==> config.mk <==
export PLATFORM = sky130hd
export DESIGN_NAME = result_serializer
export DESIGN_NICKNAME = d
export VERILOG_FILES = /design/src/rtl/result_serializer_pkg.sv /design/src/rtl/result_buffer.sv /design/src/rtl/result_serializer.sv
export SDC_FILE = /design/constraint.sdc
export NUM_CORES = 1
export LEC_CHECK = 0
export ABC_CLOCK_PERIOD_IN_PS = 231800
export CAP_MARGIN = 20
export CORE_AREA = 8 8 420 422
export DETAILED_ROUTE_END_ITERATION = 8
export DIE_AREA = 0 0 428 430
export PLACE_DENSITY = 0.51
export REMOVE_ABC_BUFFERS = 1
export SKIP_CTS_REPAIR_TIMING = 1
export SLEW_MARGIN = 0
export SYNTH_ARGS = -nofsm -noshare
export SYNTH_HDL_FRONTEND = slang
export SYNTH_SLANG_ARGS = --single-unit
==> constraint.sdc <==
create_clock -name clk -period 231.8 [get_ports clk]
set_input_delay 34.77 -clock clk [delete_from_list [all_inputs] [get_ports clk]]
set_output_delay 34.77 -clock clk [all_outputs]
set_load 0.05 [all_outputs]
==> src/rtl/result_serializer_pkg.sv <==
// Shared types and sizes for the result serializer.
// Frame geometry, FSM encoding and counter width.
package result_serializer_pkg;
  localparam int N_CH  = 32;
  localparam int CH_W  = 5;
  localparam int CNT_W = 16;

  typedef enum logic {
    IDLE   = 1'b0,
    STREAM = 1'b1
  } state_t;
endpackage

==> src/rtl/result_buffer.sv <==
// Shadow register file for one frame of channel results.
// Whole-frame parallel load, combinational word read.
module result_buffer
  import result_serializer_pkg::*;
#(
  parameter int DATA_W = 32
) (
  input  logic                   clk,
  input  logic                   load,
  input  logic [N_CH*DATA_W-1:0] din_flat,
  input  logic [CH_W-1:0]        idx,
  output logic [DATA_W-1:0]      rdata
);

  logic [DATA_W-1:0] mem [N_CH];

  // Contents are don't-care after reset, so no reset here.
  always_ff @(posedge clk) begin
    if (load) begin
      for (int k = 0; k < N_CH; k++) begin
        mem[k] <= din_flat[k*DATA_W +: DATA_W];
      end
    end
  end

  assign rdata = mem[idx];

endmodule

==> src/rtl/result_serializer.sv <==
// Captures a full frame of channel results and streams it out
// one word per accepted cycle, channel 0 first.
module result_serializer
  import result_serializer_pkg::*;
#(
  parameter int DATA_W = 32
) (
  input  logic                   clk,
  input  logic                   GlobalReset_n,
  input  logic                   frame_rdy,
  input  logic [N_CH*DATA_W-1:0] results_flat,
  output logic [DATA_W-1:0]      dout,
  output logic [CH_W-1:0]        dout_ch,
  output logic                   dout_valid,
  output logic                   dout_last,
  input  logic                   dout_ready,
  output logic                   busy,
  output logic                   frame_done,
  output logic                   overrun,
  input  logic                   clr_overrun,
  output logic [CNT_W-1:0]       frame_cnt
);

  localparam logic [CH_W-1:0] LAST_CH = CH_W'(N_CH - 1);

  state_t            state;
  state_t            state_nxt;
  logic [CH_W-1:0]   rd_ptr;
  logic [DATA_W-1:0] rdata;
  logic              hs;
  logic              last_hs;
  logic              load;
  logic              drop;

  assign hs      = (state == STREAM) & dout_ready;
  assign last_hs = hs & (rd_ptr == LAST_CH);
  // A new frame is only taken when nothing is held, or on the
  // exact cycle the held frame's last word leaves.
  assign load    = frame_rdy & ((state == IDLE) | last_hs);
  assign drop    = frame_rdy & (state == STREAM) & ~last_hs;

  result_buffer #(
    .DATA_W (DATA_W)
  ) u_buf (
    .clk      (clk),
    .load     (load),
    .din_flat (results_flat),
    .idx      (rd_ptr),
    .rdata    (rdata)
  );

  always_ff @(posedge clk or negedge GlobalReset_n) begin
    if (!GlobalReset_n) state <= IDLE;
    else                state <= state_nxt;
  end

  always_comb begin
    state_nxt = state;
    unique case (state)
      IDLE:    if (frame_rdy) state_nxt = STREAM;
      STREAM:  if (last_hs && !frame_rdy) state_nxt = IDLE;
      default: state_nxt = IDLE;
    endcase
  end

  always_comb begin
    dout_valid = (state == STREAM);
    busy       = (state == STREAM);
    dout_last  = dout_valid && (rd_ptr == LAST_CH);
    dout       = dout_valid ? rdata : '0;
    dout_ch    = dout_valid ? rd_ptr : '0;
  end

  always_ff @(posedge clk or negedge GlobalReset_n) begin
    if (!GlobalReset_n) begin
      rd_ptr <= '0;
    end else if (load) begin
      rd_ptr <= '0;
    end else if (hs) begin
      rd_ptr <= last_hs ? '0 : rd_ptr + 1'b1;
    end
  end

  always_ff @(posedge clk or negedge GlobalReset_n) begin
    if (!GlobalReset_n) begin
      frame_done <= 1'b0;
      frame_cnt  <= '0;
    end else begin
      frame_done <= last_hs;
      if (last_hs) frame_cnt <= frame_cnt + 1'b1;
    end
  end

  // Set beats clear when both land in the same cycle.
  always_ff @(posedge clk or negedge GlobalReset_n) begin
    if (!GlobalReset_n)   overrun <= 1'b0;
    else if (drop)        overrun <= 1'b1;
    else if (clr_overrun) overrun <= 1'b0;
  end

endmodule

## Yosys cells after proc, flatten, opt, wreduce, memory -nomap -nowiden

Memory sizes are Yosys's and may differ from the RTL's.
Cells that the tools add are included.

| word-level totals | value |
|---|---|
| bits in writable memories | 1024 |
| output and inout port bits | 58 |
| memories | 1 |
| flip-flop bits (word level) | 24 |
| logic and storage cells | 34 |
| input bits | 1029 |

| cells by class | value |
|---|---|
| mux-type cells | 12 |
| add/sub/neg operators | 2 |
| reductions and logical operators | 5 |
| eq/ne operators | 1 |
| bitwise logic cells | 8 |

Memories:

| memory | depth | bits a word | read ports | clocked after memory_dff | wr ports | line | text |
|---|---|---|---|---|---|---|---|
| u_buf.mem | 32 | 32 | 1 | 0 | 32 | result_buffer.sv:15 | `logic [DATA_W-1:0] mem [N_CH];` |

Operators with widths:

| operator | count |
|---|---|
| $mux W32 | 1 |
| $mux W5 | 4 |
| $add A16 B1 Y16 const B | 1 |
| $mux W1 | 6 |
| $add A5 B1 Y5 const B | 1 |
| $and A1 B1 Y1 | 5 |
| $eq A5 B5 Y1 const B | 1 |
| $reduce_bool A2 Y1 | 2 |
| $logic_and A1 B1 Y1 | 2 |
| $not A1 Y1 | 2 |
| $pmux W1 S2 | 1 |
| $logic_not A1 Y1 | 1 |
| $or A1 B1 Y1 | 1 |

## Logic depth before layout (Yosys ltp)

Gate-level depths: netlist of the first run.

| depth | value |
|---|---|
| depth after elaboration | 6 |
| gate-level depth with buffers | 9 |
| depth with buffers taken out | 8 |

## By module

A second synthesis of the first run with hierarchy kept.

| second synthesis, totals | value |
|---|---|
| cell total of the unflattened synthesis | 2329 |
| area, all modules | 41055.6 um2 |

Modules (own cells, without submodules):

| module | cells each | area each (um2) | times used | seq. area each (um2) |
|---|---|---|---|---|
| result_buffer | 2182 | 39636.8 | 1 | 30749.5 |
| result_serializer | 147 | 1418.9 | 1 | 600.6 |

## Worst setup path before layout of the first run

Ideal clock, no wire load.

| path | value |
|---|---|
| kind | input-to-reg |
| from | input port dout_ready |
| to | memory u_buf.mem[0][0] (enable) |
| setup slack | 119.211 ns |
| required time | 227.799 ns |
| arrival | 108.588 ns |
| stages on the path | 3 |
| buffers on the path | 1 |
| setup time | 4.001 ns |
| path through | clkbuf_1 > nand2_1 > a21boi_0 |

RTL lines:

| what | line | text |
|---|---|---|
| start, declared | result_serializer.sv:16 | `input logic dout_ready,` |
| end, declared | result_buffer.sv:15 |  |

## Worst setup path in the final report of the first run

| path | value |
|---|---|
| from | register rd_ptr[0] |
| to | output port dout[23] |

| between the ends | value |
|---|---|
| cells in the longest elaborated chain, start to end | 2 |

RTL lines:

| what | line | text |
|---|---|---|
| start, declared | result_serializer.sv:28 | `logic [CH_W-1:0] rd_ptr;` |
| start signal, assigned | result_serializer.sv:80 | `rd_ptr <= last_hs ? '0 : rd_ptr + 1'b1;` |
| $mem_v2 Z32 W32 | -- |  |
| $mux W32 | result_serializer.sv:70 | `dout = dout_valid ? rdata : '0;` |
| end, declared | result_serializer.sv:12 | `output logic [DATA_W-1:0] dout,` |

Every way passes these cells.

==> out/qor.yml, run 1 <==
sta:
  skew_ns: 0.0287
  slew_headroom_pct: 25.3
  fin_crit_sh_pct: 17.6
  tns_ns: 0
  hold_violations: 0
  rsz0062_at_grt: "no"
  setup_viol: 0
  min_period_ns: 40.81
  fmax_mhz: 24.5
  worstMarginPinSlew_ns: 1.12
  slew_viol_final: 0
  timing.hold.ws_ns: 0.470
  setup_slack_ns: 190.99
finish:
  final_area_um2: 56900
  syn2layout_area_growth_pct: 42.7
  drive_gt1_share_pct: 13.3
  final_nets: 3955
  final_util_pct: 33.5
power_and_ir_drop:
  combPwrFrac_pct: 33.5
  leakage_nw: 18.4
  p_switching_mw: 0.194
  seqPwrFrac_pct: 36.8
  power.internal_mw: 0.389
  p_clk_share_pct: 29.7
  pwr_density_cell_nw_per_um2: 10.2
  sw_frac_of_total_pct: 33.3
  ir_drop_uv: 6.89
yosys:
  ys_types: 42
  netlist_instances: 1799
  synth-adder-area-share_pct: 0.0941
  ys_ff_latch: 1048
  synth_compound_area_share_pct: 4.53
  synth_top_family_by_area: "multiplexers"
  synth-xor-area-share_pct: 0.329
  syn-cell-area_um2: 39900
  synthSimpleGateAreaFrac_pct: 0.768
  synth_mux_area_share_pct: 14.1
  avgSynthCellArea_um2: 22.2
  ys.warnings.count: 0
  seq_area_frac_synth_pct: 78.6
setup_path:
  worstPathCellList: "buf_4, buf_4, buf_4, mux4_2, a22o_1, a221oi_1, o22ai_1, clkdlybuf4s50_1"
  cp.buffers_inverters: 4
  worst_setup_path_start_kind: "register"
  worstPathArrival_ns: 6.04
  path_class: "register to output pin"
  path_common_cell: "buf_4"
  slowest_delay_ns: 0.81
  path_max_fanout: 45
  cp-end-kind: "output pin"
  cp_top_family: "buffers and inverters"
  cp_slowest_cell: "dfrtp_4"
  cp.required_ns: 197.03
placement:
  place.gp.congestion: 0.839
  hpwl_um: 116000
  dp_slack_ns: 191.43
  numPortBuffers: 1086
  placed_area_um2: 53400
global_routing:
  grt_pass1_wl_um: 209000
  grt_max_degree: 175
  grt_overflow: 0
  grtUsageTotal_pct: 16.3
  antenna_found_initial: 75
  grt_pass1_vias: 25000
cts:
  cts.clk_slew.worst_paths_ns: 0.05
  cts_buffer_depth: 3
  numCtsBuffers: 113
  clkSinkCount: 1048
  clk_latency_ns: 0.74
  htreeDepth: 3
  cts_tree: "done"
  root_buffer: "clkbuf_16"
routing:
  post_drt_wl_per_cell_um: 29.8
  drc: 0
  first_pass_iters: 5
  drtIter0Drc: 2344
  avgViaCountPerCell: 4.46
  ant_nets: 0
  wirelength_um: 158000
  vias: 23600
die:
  core_area_um2: 170000
  io-pin-count: 1087
  start_util_pct: 23.4
  chipHeight_um: 430
  die_w_um: 428
  rows: 152
  die_area_um2: 184000
run_status:
  status: "complete, no violations"
run:
  cap_violations: 0
min_path:
  worstHoldPathType: "register to register"
[cells in the mapped netlist]
| cell type | number | share of area (%) |
|---|---|---|
| edfxtp_1 | 1024 | 77 |
| mux4_2 | 192 | 11 |
| mux2i_1 | 130 | 3.3 |
| a22o_1 | 67 | 1.5 |
| clkbuf_1 | 67 | 0.63 |
| a22oi_1 | 65 | 1.2 |
| o22ai_1 | 33 | 0.52 |
| a31oi_1 | 32 | 0.50 |
| a221oi_1 | 31 | 0.68 |
| dfrtp_1 | 24 | 1.5 |
| buf_6 | 16 | 0.45 |
| nand2_1 | 16 | 0.15 |
| buf_2 | 13 | 0.16 |
| buf_4 | 13 | 0.24 |
| nor2_1 | 8 | 0.075 |
| xnor2_1 | 8 | 0.18 |
| and2_1 | 7 | 0.11 |
| xor2_1 | 7 | 0.15 |
| inv_1 | 6 | 0.056 |
| nand3_1 | 4 | 0.050 |
| nor2b_1 | 4 | 0.063 |
| o21ai_0 | 4 | 0.050 |
| ha_1 | 3 | 0.094 |
| nand4_1 | 3 | 0.047 |
| and3_1 | 2 | 0.031 |
| buf_1 | 2 | 0.019 |
| nand2b_1 | 2 | 0.031 |
| nor3_2 | 2 | 0.050 |
| a21boi_0 | 1 | 0.019 |
| a21o_1 | 1 | 0.019 |
| a21oi_1 | 1 | 0.013 |
| a221oi_2 | 1 | 0.038 |
| and4_1 | 1 | 0.022 |
| buf_8 | 1 | 0.038 |
| mux2_2 | 1 | 0.028 |
| nand4_2 | 1 | 0.031 |
| nor3_1 | 1 | 0.013 |
| nor3b_1 | 1 | 0.019 |
| nor4_1 | 1 | 0.016 |
| nor4bb_1 | 1 | 0.025 |
| or2_2 | 1 | 0.016 |
| or4_1 | 1 | 0.019 |
[cells in the final DEF (no fill, tap or decap), types with 4 or more instances in the layout]
| cell type | synthesis | routed |
|---|---|---|
| o21ai_0 | 4 | 4 |
| nor2b_4 | 0 | 4 |
| xnor2_1 | 8 | 8 |
| clkbuf_1 | 67 | 25 |
| clkbuf_16 | 0 | 114 |
| dfrtp_1 | 24 | 22 |
| mux2i_1 | 130 | 130 |
| diode_2 | 0 | 39 |
| a22oi_1 | 65 | 65 |
| clkinv_1 | 0 | 31 |
| buf_4 | 13 | 31 |
| nor2_1 | 8 | 6 |
| xor2_1 | 7 | 7 |
| clkinvlp_4 | 0 | 5 |
| edfxtp_1 | 1024 | 1024 |
| inv_1 | 6 | 6 |
| a31oi_1 | 32 | 32 |
| a221oi_1 | 31 | 31 |
| nand2_1 | 16 | 14 |
| nand3_1 | 4 | 4 |
| clkinv_2 | 0 | 19 |
| a22o_1 | 67 | 67 |
| bufinv_16 | 0 | 6 |
| clkdlybuf4s50_1 | 0 | 1086 |
| buf_12 | 0 | 4 |
| o22ai_1 | 33 | 33 |
| and2_1 | 7 | 4 |
| mux4_2 | 192 | 192 |
[logic make-up (layout without fill, tap and decap cells)]
logic type	after synthesis	in the layout
compound gates	236	236
xor+xnor	15	15
fa+ha+maj	3	3
buf+inv	118	1336
flops	1048	1048
mux	323	323
other cells	0	39
simple gates	56	56
[worst register-to-register path: stages (launching register included)]
cell,delay [ns]
dfrtp_4,0.81
ha_1,0.29
and3_1,0.17
ha_1,0.36
and2_1,0.21
nand2_1,0.15
a21boi_4,0.21
buf_4,0.72
buf_4,0.83
buf_12,0.71
buf_4,1.08
buf_4,0.73
[cell type report]
| class | instances | area [µm²] |
|---|---|---|
| inverters | 6 | 22.5 |
| clock buffers | 139 | 2950 |
| repair buffers | 1121 | 11200 |
| well taps | 2233 | 2790 |
| fillers | 16200 | 113000 |
| multi-input cells | 633 | 8000 |
| diodes | 39 | 97.6 |
| clock inverters | 70 | 547 |
| flip-flops and latches | 1048 | 31400 |
[routing by layer]
metal	track usage, %	vias to the layer above	part of all wire [%]
met5	0	-	0.17
met4	4.90	40	2.3
met3	4.76	239	7.9
met2	28.4	1111	51
met1	19.6	12200	39
li1	-	10000	-
[final timing paths]
path                                      startpoint                          end  slack, ns  cells after the start
max in group asynchronous              GlobalReset_n        rd_ptr[0]$_DFFE_PN0P_     197.10                      2
min in group asynchronous              GlobalReset_n     frame_cnt[0]$_DFFE_PN0P_      34.43                      2
max reg2reg                    rd_ptr[0]$_DFFE_PN0P_  u_buf.mem[16][18]$_DFFE_PP_     225.15                     11
min                        frame_cnt[15]$_DFFE_PN0P_    frame_cnt[15]$_DFFE_PN0P_       0.47                      1
max                            rd_ptr[0]$_DFFE_PN0P_                     dout[23]     190.99                      8
min reg2reg                frame_cnt[15]$_DFFE_PN0P_    frame_cnt[15]$_DFFE_PN0P_       0.47                      1
[state kept, by name (all words and copies together) (netlist names)]
| register | flops |
|---|---|
| busy | 1 |
| frame_cnt | 16 |
| frame_done | 1 |
| overrun | 1 |
| rd_ptr | 5 |
| u_buf.mem | 1024 |
[power groups by stage]
stage          Combinational [mW]  Sequential [mW]  Clock [mW]
2_1_floorplan               0.137            0.239           0
3_3_place_gp                0.199            0.219           0
3_5_place_dp                0.199            0.219           0
4_1_cts                     0.200            0.215       0.179
5_1_grt                     0.205            0.215       0.185
6_report                    0.195            0.215       0.173
[through the flow]
stage               total power, mW  std cells
floorplan                     0.376       1687
global placement              0.418       5041
detailed placement            0.418       5041
CTS                           0.594       5250
global route                  0.606       5274
finish                        0.583       5289
Power figures use the tool's default switching activity.
==> inputs of run 2 (changes only) <==
--- a/config.mk
+++ b/config.mk
@@ -5,7 +5,7 @@
 export SDC_FILE = /design/constraint.sdc
 export NUM_CORES = 1
 export LEC_CHECK = 0
-export ABC_CLOCK_PERIOD_IN_PS = 231800
+export ABC_CLOCK_PERIOD_IN_PS = 38900
 export CAP_MARGIN = 20
 export CORE_AREA = 8 8 420 422
 export DETAILED_ROUTE_END_ITERATION = 8
==> constraint.sdc (replaced) <==
create_clock -name clk -period 38.9 [get_ports clk]
set_input_delay 5.835 -clock clk [delete_from_list [all_inputs] [get_ports clk]]
set_output_delay 5.835 -clock clk [all_outputs]
set_load 0.05 [all_outputs]
==> run 2 against run 1 <==
Net effect: flip-flop and latch count did not move; hold slack got worse by 0.0054 ns; combinational power rose to 5.9 times the previous value; critical path depth did not move; die area did not move; utilization rose by 0.16 points; final cell count rose by 0.13%.
==> out/qor.yml, run 2 (synthesized netlist as in run 1, its figures left out) <==
setup_path:
  reg2reg_to: "u_buf.mem[12][20]$_DFFE_PP_"  # was u_buf.mem[16][18]$_DFFE_PP_
  cp.buffers_inverters: 4  # unchanged
  path_max_fanout: 45  # unchanged
  r2r_cells: 10  # was 11
  cp_top_family: "buffers and inverters"  # unchanged
  r2r_slack_ns: 32.91  # was 225.15 ns
  path_class: "register to output pin"  # unchanged
  slowest_delay_ns: 0.81  # about the same
  r2r_start: "rd_ptr[0]$_DFFE_PN0P_"  # unchanged
  critPathCapture: "dout[23]"  # unchanged
  cp_slowest_cell: "dfrtp_4"  # unchanged
  cp.required_ns: 33.07  # was 197.03 ns
  path_common_cell: "buf_4"  # unchanged
  worst_setup_path_start_kind: "register"  # unchanged
  worstPathCellList: "buf_4, buf_4, buf_4, mux4_2, a22o_1, a221oi_1, o22ai_1, clkdlybuf4s50_1"  # unchanged
  worst-path-stages: 8  # unchanged
  cp-end-kind: "output pin"  # unchanged
  worstPathArrival_ns: 6.04  # about the same
  crit_start: "rd_ptr[0]$_DFFE_PN0P_"  # unchanged
placement:
  hpwl_um: 115000  # was 116000 µm
  place.gp.congestion: 0.853  # was 0.839
  numPortBuffers: 1086  # unchanged
  dp_cells: 5040  # was 5041
  dp_slack_ns: 27.53  # was 191.43 ns
min_path:
  worstHoldPathCells: 1  # unchanged
  worstHoldPathType: "register to register"  # unchanged
finish:
  final_nets: 3957  # was 3955
  fin_cells: 5296  # was 5289
  largest_reg_flops: 1024  # unchanged
  layout_common_cells: "clkdlybuf4s50_1, edfxtp_1, mux4_2, mux2i_1, clkbuf_16"  # unchanged
  drive_gt1_share_pct: 13.6  # was 13.3%
  syn2layout_area_growth_pct: 43.4  # was 42.7%
  fillCellCount: 16100  # was 16200
  largest_register: "u_buf.mem"  # unchanged
  final_common_cell: "clkdlybuf4s50_1"  # unchanged
  biggestRegsByFlops: "u_buf.mem (1024), frame_cnt (16), rd_ptr (5)"  # unchanged
power_and_ir_drop:
  leakage_nw: 18.6  # was 18.4 nW
  seqPwrFrac_pct: 36.3  # was 36.8%
  p_clk_share_pct: 30.9  # was 29.7%
  power.internal_mw: 2.37  # was 0.389 mW
  p_switching_mw: 1.16  # was 0.194 mW
  sw_frac_of_total_pct: 32.8  # was 33.3%
  pwr_density_cell_nw_per_um2: 61.6  # was 10.2 nW/µm²
  combPwrFrac_pct: 32.8  # was 33.5%
  total_power_mw: 3.53  # was 0.583 mW
  ir_drop_uv: 42.0  # was 6.89 µV
sta:
  skew_ns: 0.0247  # was 0.0287 ns
  setup_viol: 0  # unchanged
  tns_ns: 0  # unchanged
  rsz0062_at_grt: "no"  # unchanged
  slew_headroom_pct: 28.7  # was 25.3%
  fmax_mhz: 84.2
  slew_viol_final: 0  # unchanged
  worstMarginPinSlew_ns: 1.07  # was 1.12 ns
  hold_violations: 0  # unchanged
  min_period_ns: 11.88
  setup_slack_ns: 27.02  # was 190.99 ns
  fin_crit_sh_pct: 30.5
global_routing:
  grt_overflow: 0  # unchanged
  grtUsageTotal_pct: 16.2  # was 16.3%
  grt_pass1_wl_um: 207000  # was 209000 µm
  grt_max_degree: 192  # was 175
  grt_pass1_vias: 24700  # was 25000
  antenna_found_initial: 84  # was 75
run:
  cap_violations: 0  # unchanged
run_status:
  status: "complete, no violations"  # unchanged
cts:
  htreeDepth: 3  # unchanged
  cts.clk_slew.worst_paths_ns: 0.06  # was 0.05 ns
  clk_latency_ns: 0.76  # was 0.74 ns
  numCtsBuffers: 115  # was 113
  clkSinkCount: 1048  # unchanged
  cts_buffer_depth: 3  # unchanged
  cts_tree: "done"  # unchanged
  root_buffer: "clkbuf_16"  # unchanged
die:
  core_area_um2: 170000  # unchanged
  die_w_um: 428  # unchanged
  start_util_pct: 23.4  # unchanged
  chipHeight_um: 430  # unchanged
  io-pin-count: 1087  # unchanged
  rows: 152  # unchanged
  die_area_um2: 184000  # unchanged
routing:
  wirelength_um: 157000  # was 158000 µm
  post_drt_wl_per_cell_um: 29.6  # was 29.8 µm
  avgViaCountPerCell: 4.44  # was 4.46
  vias: 23500  # was 23600
  drc: 0  # unchanged
  drtIter0Drc: 2314  # was 2344
  first_pass_iters: 5  # unchanged
  ant_nets: 0  # unchanged
[run 2: changes by cell type in the layout (fill, tap and decap cells not counted), moves of 3 or more]
cell        previous run  this run
clkbuf_1              25        19
clkinvlp_4             5         2
clkinv_2              19        25
bufinv_16              6        13
diode_2               39        43
clkinv_1              31        28
[run 2: layer usage]
layer	track usage [%]	vias up	part of all wire, %
li1	-	10000	-
met1	18.6	12100	37
met2	28.2	1074	52
met3	5.77	249	8.4
met4	5.24	46	2.3
met5	0	-	0.19
[run 2: worst min-delay path by stage]
stage	slack, ns	endpoint	startpoint
global placement	0.45	frame_cnt[15]$_DFFE_PN0P_	frame_cnt[15]$_DFFE_PN0P_
finish	0.46	frame_cnt[15]$_DFFE_PN0P_	frame_cnt[15]$_DFFE_PN0P_
global route	0.49	frame_cnt[15]$_DFFE_PN0P_	frame_cnt[15]$_DFFE_PN0P_
detailed placement	0.46	frame_cnt[15]$_DFFE_PN0P_	frame_cnt[15]$_DFFE_PN0P_
floorplan	0.53	rd_ptr[4]$_DFFE_PN0P_	rd_ptr[4]$_DFFE_PN0P_
CTS	0.47	frame_cnt[15]$_DFFE_PN0P_	frame_cnt[15]$_DFFE_PN0P_
[run 2: stage by stage]
step                cell area (µm²)  util [%]  hold slack (ns)
floorplan                     39300         -            0.525
global placement              53300      31.3            0.454
detailed placement            53300      31.3            0.461
CTS                           57100      33.5            0.469
global route                  57200      33.6            0.494
finish                        57200      33.6            0.465
[run 2: layout make-up]
type                       count  area (µm²)  share of cell area [%]
sequential                  1048       31400                    54.8
clock inverter                78         792                    1.38
clock buffer                 134        2950                    5.15
antenna                       43         108                   0.188
timing repair buffer        1121       11200                    19.6
inverter                       6        22.5                  0.0394
multi-input combinational    633        8000                    14.0
tap                         2233        2790                    4.88
[run 2: power groups by stage]
stage               Combinational (mW)  Clock (mW)  Sequential [mW]
floorplan                        0.819           0             1.42
global placement                  1.19           0             1.30
detailed placement                1.19           0             1.30
CTS                               1.19        1.12             1.28
global route                      1.22        1.16             1.28
finish                            1.16        1.09             1.28
